[config.mk]
export PLATFORM = sky130hd
export DESIGN_NAME = stdcore_rf_fifo_ctrl_flat
export DESIGN_NICKNAME = d
export VERILOG_FILES = /design/src/rtl/stdcore_rf_fifo_ctrl_if.sv /design/src/rtl/stdcore_rf_fifo_ctrl.sv /design/src/flat_wrapper.sv
export SDC_FILE = /design/constraint.sdc
export NUM_CORES = 1
export LEC_CHECK = 0
export CAP_MARGIN = 20
export CORE_MARGIN = 3
export CORE_UTILIZATION = 30
export DETAILED_ROUTE_END_ITERATION = 10
export GPL_TIMING_DRIVEN = 0
export SYNTH_ARGS = -nofsm -noshare
export SYNTH_HDL_FRONTEND = slang
export SYNTH_SLANG_ARGS = --single-unit
[constraint.sdc]
create_clock -name clk -period 5.8 [get_ports clk]
set_input_delay 0.87 -clock clk [delete_from_list [all_inputs] [get_ports clk]]
set_output_delay 0.87 -clock clk [all_outputs]
set_load 0.02 [all_outputs]
[src/rtl/stdcore_rf_fifo_ctrl_if.sv]
// Producer/consumer ready-valid streams plus occupancy for stdcore_rf_fifo_ctrl.
interface stdcore_rf_fifo_ctrl_if #(
  parameter int unsigned DW = 32,
  parameter int unsigned AW = 8
);
  logic          in_valid;
  logic          in_ready;
  logic [DW-1:0] in_data;
  logic          out_valid;
  logic          out_ready;
  logic [DW-1:0] out_data;
  logic [AW+1:0] level;

  // Environment side: produces into and consumes from the FIFO.
  modport master (
    output in_valid, in_data, out_ready,
    input  in_ready, out_valid, out_data, level
  );

  // FIFO side.
  modport slave (
    input  in_valid, in_data, out_ready,
    output in_ready, out_valid, out_data, level
  );
endinterface

[src/rtl/stdcore_rf_fifo_ctrl.sv]
// FIFO controller over a 2-port RF macro (1-cycle read latency) with a 2-entry output buffer.
// Optional empty-FIFO path straight into the output buffer: define STDCORE_FIFO_BYPASS_EN.
module stdcore_rf_fifo_ctrl #(
  parameter int unsigned DW    = 32,
  parameter int unsigned DEPTH = 256,
  parameter int unsigned AW    = 8
) (
  input  logic                  clk,
  input  logic                  rst,
  stdcore_rf_fifo_ctrl_if.slave io,
  output logic                  mem_we_n,
  output logic [AW-1:0]         mem_waddr,
  output logic [DW-1:0]         mem_wdata,
  output logic                  mem_re_n,
  output logic [AW-1:0]         mem_raddr,
  input  logic [DW-1:0]         mem_rdata
);
  localparam int unsigned   CW   = AW + 1;
  localparam int unsigned   LW   = AW + 2;
  localparam logic [AW-1:0] LAST = AW'(DEPTH - 1);
  localparam logic [CW-1:0] FULL = CW'(DEPTH);

  logic [AW-1:0] wptr_q, wptr_d;
  logic [AW-1:0] rptr_q, rptr_d;
  logic [CW-1:0] ram_cnt_q, ram_cnt_d;
  logic          rd_pend_q, rd_pend_d;
  logic [DW-1:0] ob0_q, ob0_d;
  logic [DW-1:0] ob1_q, ob1_d;
  logic [1:0]    ob_cnt_q, ob_cnt_d;

  logic          in_ready_c, push_c, pop_c, issue_c, byp_c, wr_c, land_c;
  logic [2:0]    occ_c;
  logic [1:0]    ob_after_c;
  logic [DW-1:0] land_data_c;

  always_comb begin
    in_ready_c  = (ram_cnt_q < FULL);
    push_c      = io.in_valid & in_ready_c & ~rst;
    pop_c       = (ob_cnt_q != 2'd0) & io.out_ready;
    // Read only if the returning word is guaranteed a buffer slot after this pop.
    occ_c       = 3'(ob_cnt_q) + 3'(rd_pend_q);
    issue_c     = (ram_cnt_q != '0) && (occ_c <= (3'd1 + 3'(pop_c)));
    ob_after_c  = ob_cnt_q - 2'(pop_c);
`ifdef STDCORE_FIFO_BYPASS_EN
    byp_c       = push_c && (ram_cnt_q == '0) && !rd_pend_q && (ob_after_c <= 2'd1);
`else
    byp_c       = 1'b0;
`endif
    wr_c        = push_c & ~byp_c;
    land_c      = rd_pend_q | byp_c;
    land_data_c = rd_pend_q ? mem_rdata : io.in_data;

    wptr_d    = wptr_q;
    rptr_d    = rptr_q;
    if (wr_c)    wptr_d = (wptr_q == LAST) ? '0 : wptr_q + AW'(1);
    if (issue_c) rptr_d = (rptr_q == LAST) ? '0 : rptr_q + AW'(1);
    ram_cnt_d = ram_cnt_q + CW'(wr_c) - CW'(issue_c);
    rd_pend_d = issue_c;

    // Shift on pop first, then drop the arriving word into the first free slot.
    ob0_d = ob0_q;
    ob1_d = ob1_q;
    if (pop_c) ob0_d = ob1_q;
    if (land_c) begin
      if (ob_after_c == 2'd0) ob0_d = land_data_c;
      else                    ob1_d = land_data_c;
    end
    ob_cnt_d = ob_after_c + 2'(land_c);
  end

  always_ff @(posedge clk or posedge rst) begin
    if (rst) begin
      wptr_q    <= '0;
      rptr_q    <= '0;
      ram_cnt_q <= '0;
      rd_pend_q <= 1'b0;
      ob0_q     <= '0;
      ob1_q     <= '0;
      ob_cnt_q  <= '0;
    end else begin
      wptr_q    <= wptr_d;
      rptr_q    <= rptr_d;
      ram_cnt_q <= ram_cnt_d;
      rd_pend_q <= rd_pend_d;
      ob0_q     <= ob0_d;
      ob1_q     <= ob1_d;
      ob_cnt_q  <= ob_cnt_d;
    end
  end

  assign io.in_ready  = in_ready_c;
  assign io.out_valid = (ob_cnt_q != 2'd0);
  assign io.out_data  = ob0_q;
  assign io.level     = LW'(ram_cnt_q) + LW'(rd_pend_q) + LW'(ob_cnt_q);

  assign mem_we_n  = ~wr_c;
  assign mem_waddr = wptr_q;
  assign mem_wdata = io.in_data;
  assign mem_re_n  = ~issue_c;
  assign mem_raddr = rptr_q;
endmodule

[src/flat_wrapper.sv]
// flat-port wrapper written by rule: the top's interface ports become plain ports
module stdcore_rf_fifo_ctrl_flat 
#(
  parameter int unsigned DW    = 32,
  parameter int unsigned DEPTH = 256,
  parameter int unsigned AW    = 8
)
  (clk, rst, mem_we_n, mem_waddr, mem_wdata, mem_re_n, mem_raddr, mem_rdata, io_in_valid, io_in_data, io_out_ready, io_in_ready, io_out_valid, io_out_data, io_level);
  stdcore_rf_fifo_ctrl_if #(.DW(DW), .AW(AW)) io_i ();
  input  logic clk;
  input  logic rst;
  output logic mem_we_n;
  output logic [AW-1:0] mem_waddr;
  output logic [DW-1:0] mem_wdata;
  output logic mem_re_n;
  output logic [AW-1:0] mem_raddr;
  input  logic [DW-1:0] mem_rdata;
  input wire logic [$bits(io_i.in_valid)-1:0] io_in_valid;
  input wire logic [$bits(io_i.in_data)-1:0] io_in_data;
  input wire logic [$bits(io_i.out_ready)-1:0] io_out_ready;
  output wire logic [$bits(io_i.in_ready)-1:0] io_in_ready;
  output wire logic [$bits(io_i.out_valid)-1:0] io_out_valid;
  output wire logic [$bits(io_i.out_data)-1:0] io_out_data;
  output wire logic [$bits(io_i.level)-1:0] io_level;
  assign io_i.in_valid = io_in_valid;
  assign io_i.in_data = io_in_data;
  assign io_i.out_ready = io_out_ready;
  assign io_in_ready = io_i.in_ready;
  assign io_out_valid = io_i.out_valid;
  assign io_out_data = io_i.out_data;
  assign io_level = io_i.level;
  stdcore_rf_fifo_ctrl #(.DW(DW), .DEPTH(DEPTH), .AW(AW)) u_core (.clk(clk), .rst(rst), .io(io_i), .mem_we_n(mem_we_n), .mem_waddr(mem_waddr), .mem_wdata(mem_wdata), .mem_re_n(mem_re_n), .mem_raddr(mem_raddr), .mem_rdata(mem_rdata));
endmodule
==> out/qor.yml <==
status: "finished clean"
endpoint_kind: "output port"
syn_nets: 562
required_ns: 4.93
fin_nets: 703
grt_pass1_vias: 3913
ctsHoldBuffers: 0
synth_edf_count: 0
start_util_pct: 30.9
synth_warnings: 0
synth_area_leaders: "dfrtp_1 49%, mux2_2 6.7%, ha_1 6.3%, nand2_1 6.2%, buf_4 5.6%"
gp_congestion: 0.786
core_area_um2: 15300
root_buffer: "clkbuf_16"
slowest_delay_ns: 0.61
place_ws_ns: 0.903
clock_skew_ns: 0.00615
clock_latency_ns: 0.34
num-fill-cells: 1512
cts_buffer_depth: 2
synth_area_leader_cell: "dfrtp_1"
rsz0062_at_grt: "false"
cts.clk_slew.worst_paths_ns: 0.06
grt_overflow_total: 0
drt-total-wl_um: 11700
die-area_um2: 17300
tritoncts: "yes"
utilization_pct: 43.2
max_slew_margin_pct: 57.4
path_class: "in2out"
syn_area_per_cell_um2: 10.2
pin_count: 162
async_flop_share_pct: 100
hp-class: "reg2reg"
htreeDepth: 3
fin_ws_ns: 1.05
first_pass_iters: 4
antenna_left: 0
critical_path.top_delay_family: "buffers and inverters"
arrival_ns: 3.88
rows: 45
hold_viol_final: 0
multi_input_area_um2: 2010
ir_drop_v: 0.000496
total_power_w: 0.00426
cts_setup_buffers: 0
netlist.area_leader.share_pct: 48.7
synth-seq-cells: 92
startpoint_type: "input pin"
synthFlopType: "dfrtp_1"
drv_cap: 0
synth_cell_types: 40
p_leak_nw: 2.91
hpwl_um: 8640
regArea_um2: 2300
maxSlewViolCount: 0
path_buf_inv: 6
powerDensity_nw_per_um2: 643
antenna_found_initial: 0
io_buffers: 129
grt_pass1_wl_um: 19300
min-delay-start: "u_core.ob1_q[18]"
critPathLaunch: "io_out_ready"
vias_per_cell: 4.59
layout_min_cycle_time_ns: 4.75
slowest_stage: "clkdlybuf4s50_1"
synth_cells: 466
cts.sinks: 92
netlist_area_um2: 4730
area_growth_syn_to_layout_pct: 39.9
die_x_um: 132
r2r-start: "u_core.ob_cnt_q[1]"
final_common_cell: "clkdlybuf4s50_1"
detail_route.wl_per_cell_um: 14.2
fmax_mhz: 211
antenna_cells: 0
via_count: 3769
setup_viol: 0
die_h_um: 132
grt_max_degree: 68
post_cts.resized_instances: 0
layout_common_cells: "129 x clkdlybuf4s50_1, 92 x dfrtp_1, 78 x nand2_1"
worst-path-max-fanout: 11
finalCritPeriodShare_pct: 81.9
layout-drive-gt1-share_pct: 14.9
drt_iter0_drc: 101
path_cells: "clkdlybuf4s50_1 -> nand2_4 -> inv_4 -> clkbuf_1 -> fa_1 -> nor2_1 -> nand3_1 -> o2111a_1 -> buf_6 -> inv_4 -> clkdlybuf4s50_1"
drc: 0
grt_usage_pct: 13.5
ys_seq_area_share_pct: 48.7
cts_made_buffers: 9
tightestPinTransition_ns: 0.639
-- per-stage QoR --
| step | std cells | instance area (µm²) | TNS, ns | hold WS (ns) |
|---|---|---|---|---|
| 2_1_floorplan | 466 | 4730 | 0 | 0.458 |
| 3_3_place_gp | 806 | 6290 | -2.59 | 0.470 |
| 3_5_place_dp | 807 | 6320 | 0 | 0.476 |
| 4_1_cts | 822 | 6620 | 0 | 0.492 |
| 5_1_grt | 822 | 6620 | 0 | 0.516 |
| 6_report | 822 | 6620 | 0 | 0.487 |
-- Yosys cell counts, types with 4 or more instances --
cell and number:
dfrtp_1 92, xnor2_1 15, fa_1 4, a21oi_1 8
nand3_1 12, o21ai_0 6, xor2_1 8, nor2_1 45
buf_4 35, mux2_1 4, a31oi_1 34, ha_1 24
inv_1 20, clkbuf_1 12, inv_2 4, nand4_1 5
mux2_2 28, nand2_1 78
-- routing by layer --
layer / share of wire [%] / GRT usage [%]
met5: 0 / 0
met2: 45 / 21.2
met3: 6.1 / 3.98
met4: 1.5 / 4.55
met1: 47 / 17.9
-- final timing paths --
path / end / slack, ns / cells past startpoint
setup / recovery: mem_re_n / 1.05 / 11
min in group asynchronous: u_core.mem_raddr[5] / 0.87 / 2
max in group asynchronous: u_core.ob1_q[27] / 4.29 / 3
hold reg to reg: u_core.ob1_q[18] / 0.49 / 1
setup reg to reg: u_core.ram_cnt_q[8] / 1.65 / 20
hold / removal: u_core.ob1_q[18] / 0.49 / 1
-- power by group --
part / internal (W) / switching [W] / leakage [nW] / total (W)
clock network: 0.000356 / 0.000242 / 0.145 / 0.000598
logic: 0.00115 / 0.00129 / 1.67 / 0.00244
registers: 0.000982 / 0.000242 / 1.10 / 0.00122
total: 0.00248 / 0.00177 / 2.91 / 0.00426
-- registers in the layout (all words and copies together), names as in the netlist --
signal              count
u_core.io.out_data     32
u_core.land_c           1
u_core.mem_raddr        8
u_core.mem_waddr        8
u_core.ob1_q           32
u_core.ob_cnt_q         2
u_core.ram_cnt_q        9
-- cell families after synthesis --
logic type               count (synthesis)  synth area share (%)
AND/OR/NAND/NOR                        157                  14.4
XOR/XNOR                                23                  4.26
buffers and inverters                   74                  8.91
multiplexers                            33                  7.93
adder cells (fa/ha/maj)                 28                  8.04
flip-flops                              92                  48.7
AO/OA/AOI/OAI                           59                  7.78
-- final cells by class --
class,instances,share of cell area (%)
sequential,92,34.8
multi-input combinational,300,30.3
timing repair buffer,130,19.9
buffer,48,4.82
tap,211,3.99
clock buffer,12,3.88
inverter,26,1.59
clock inverter,3,0.699
(Power assumes the default switching activity.)
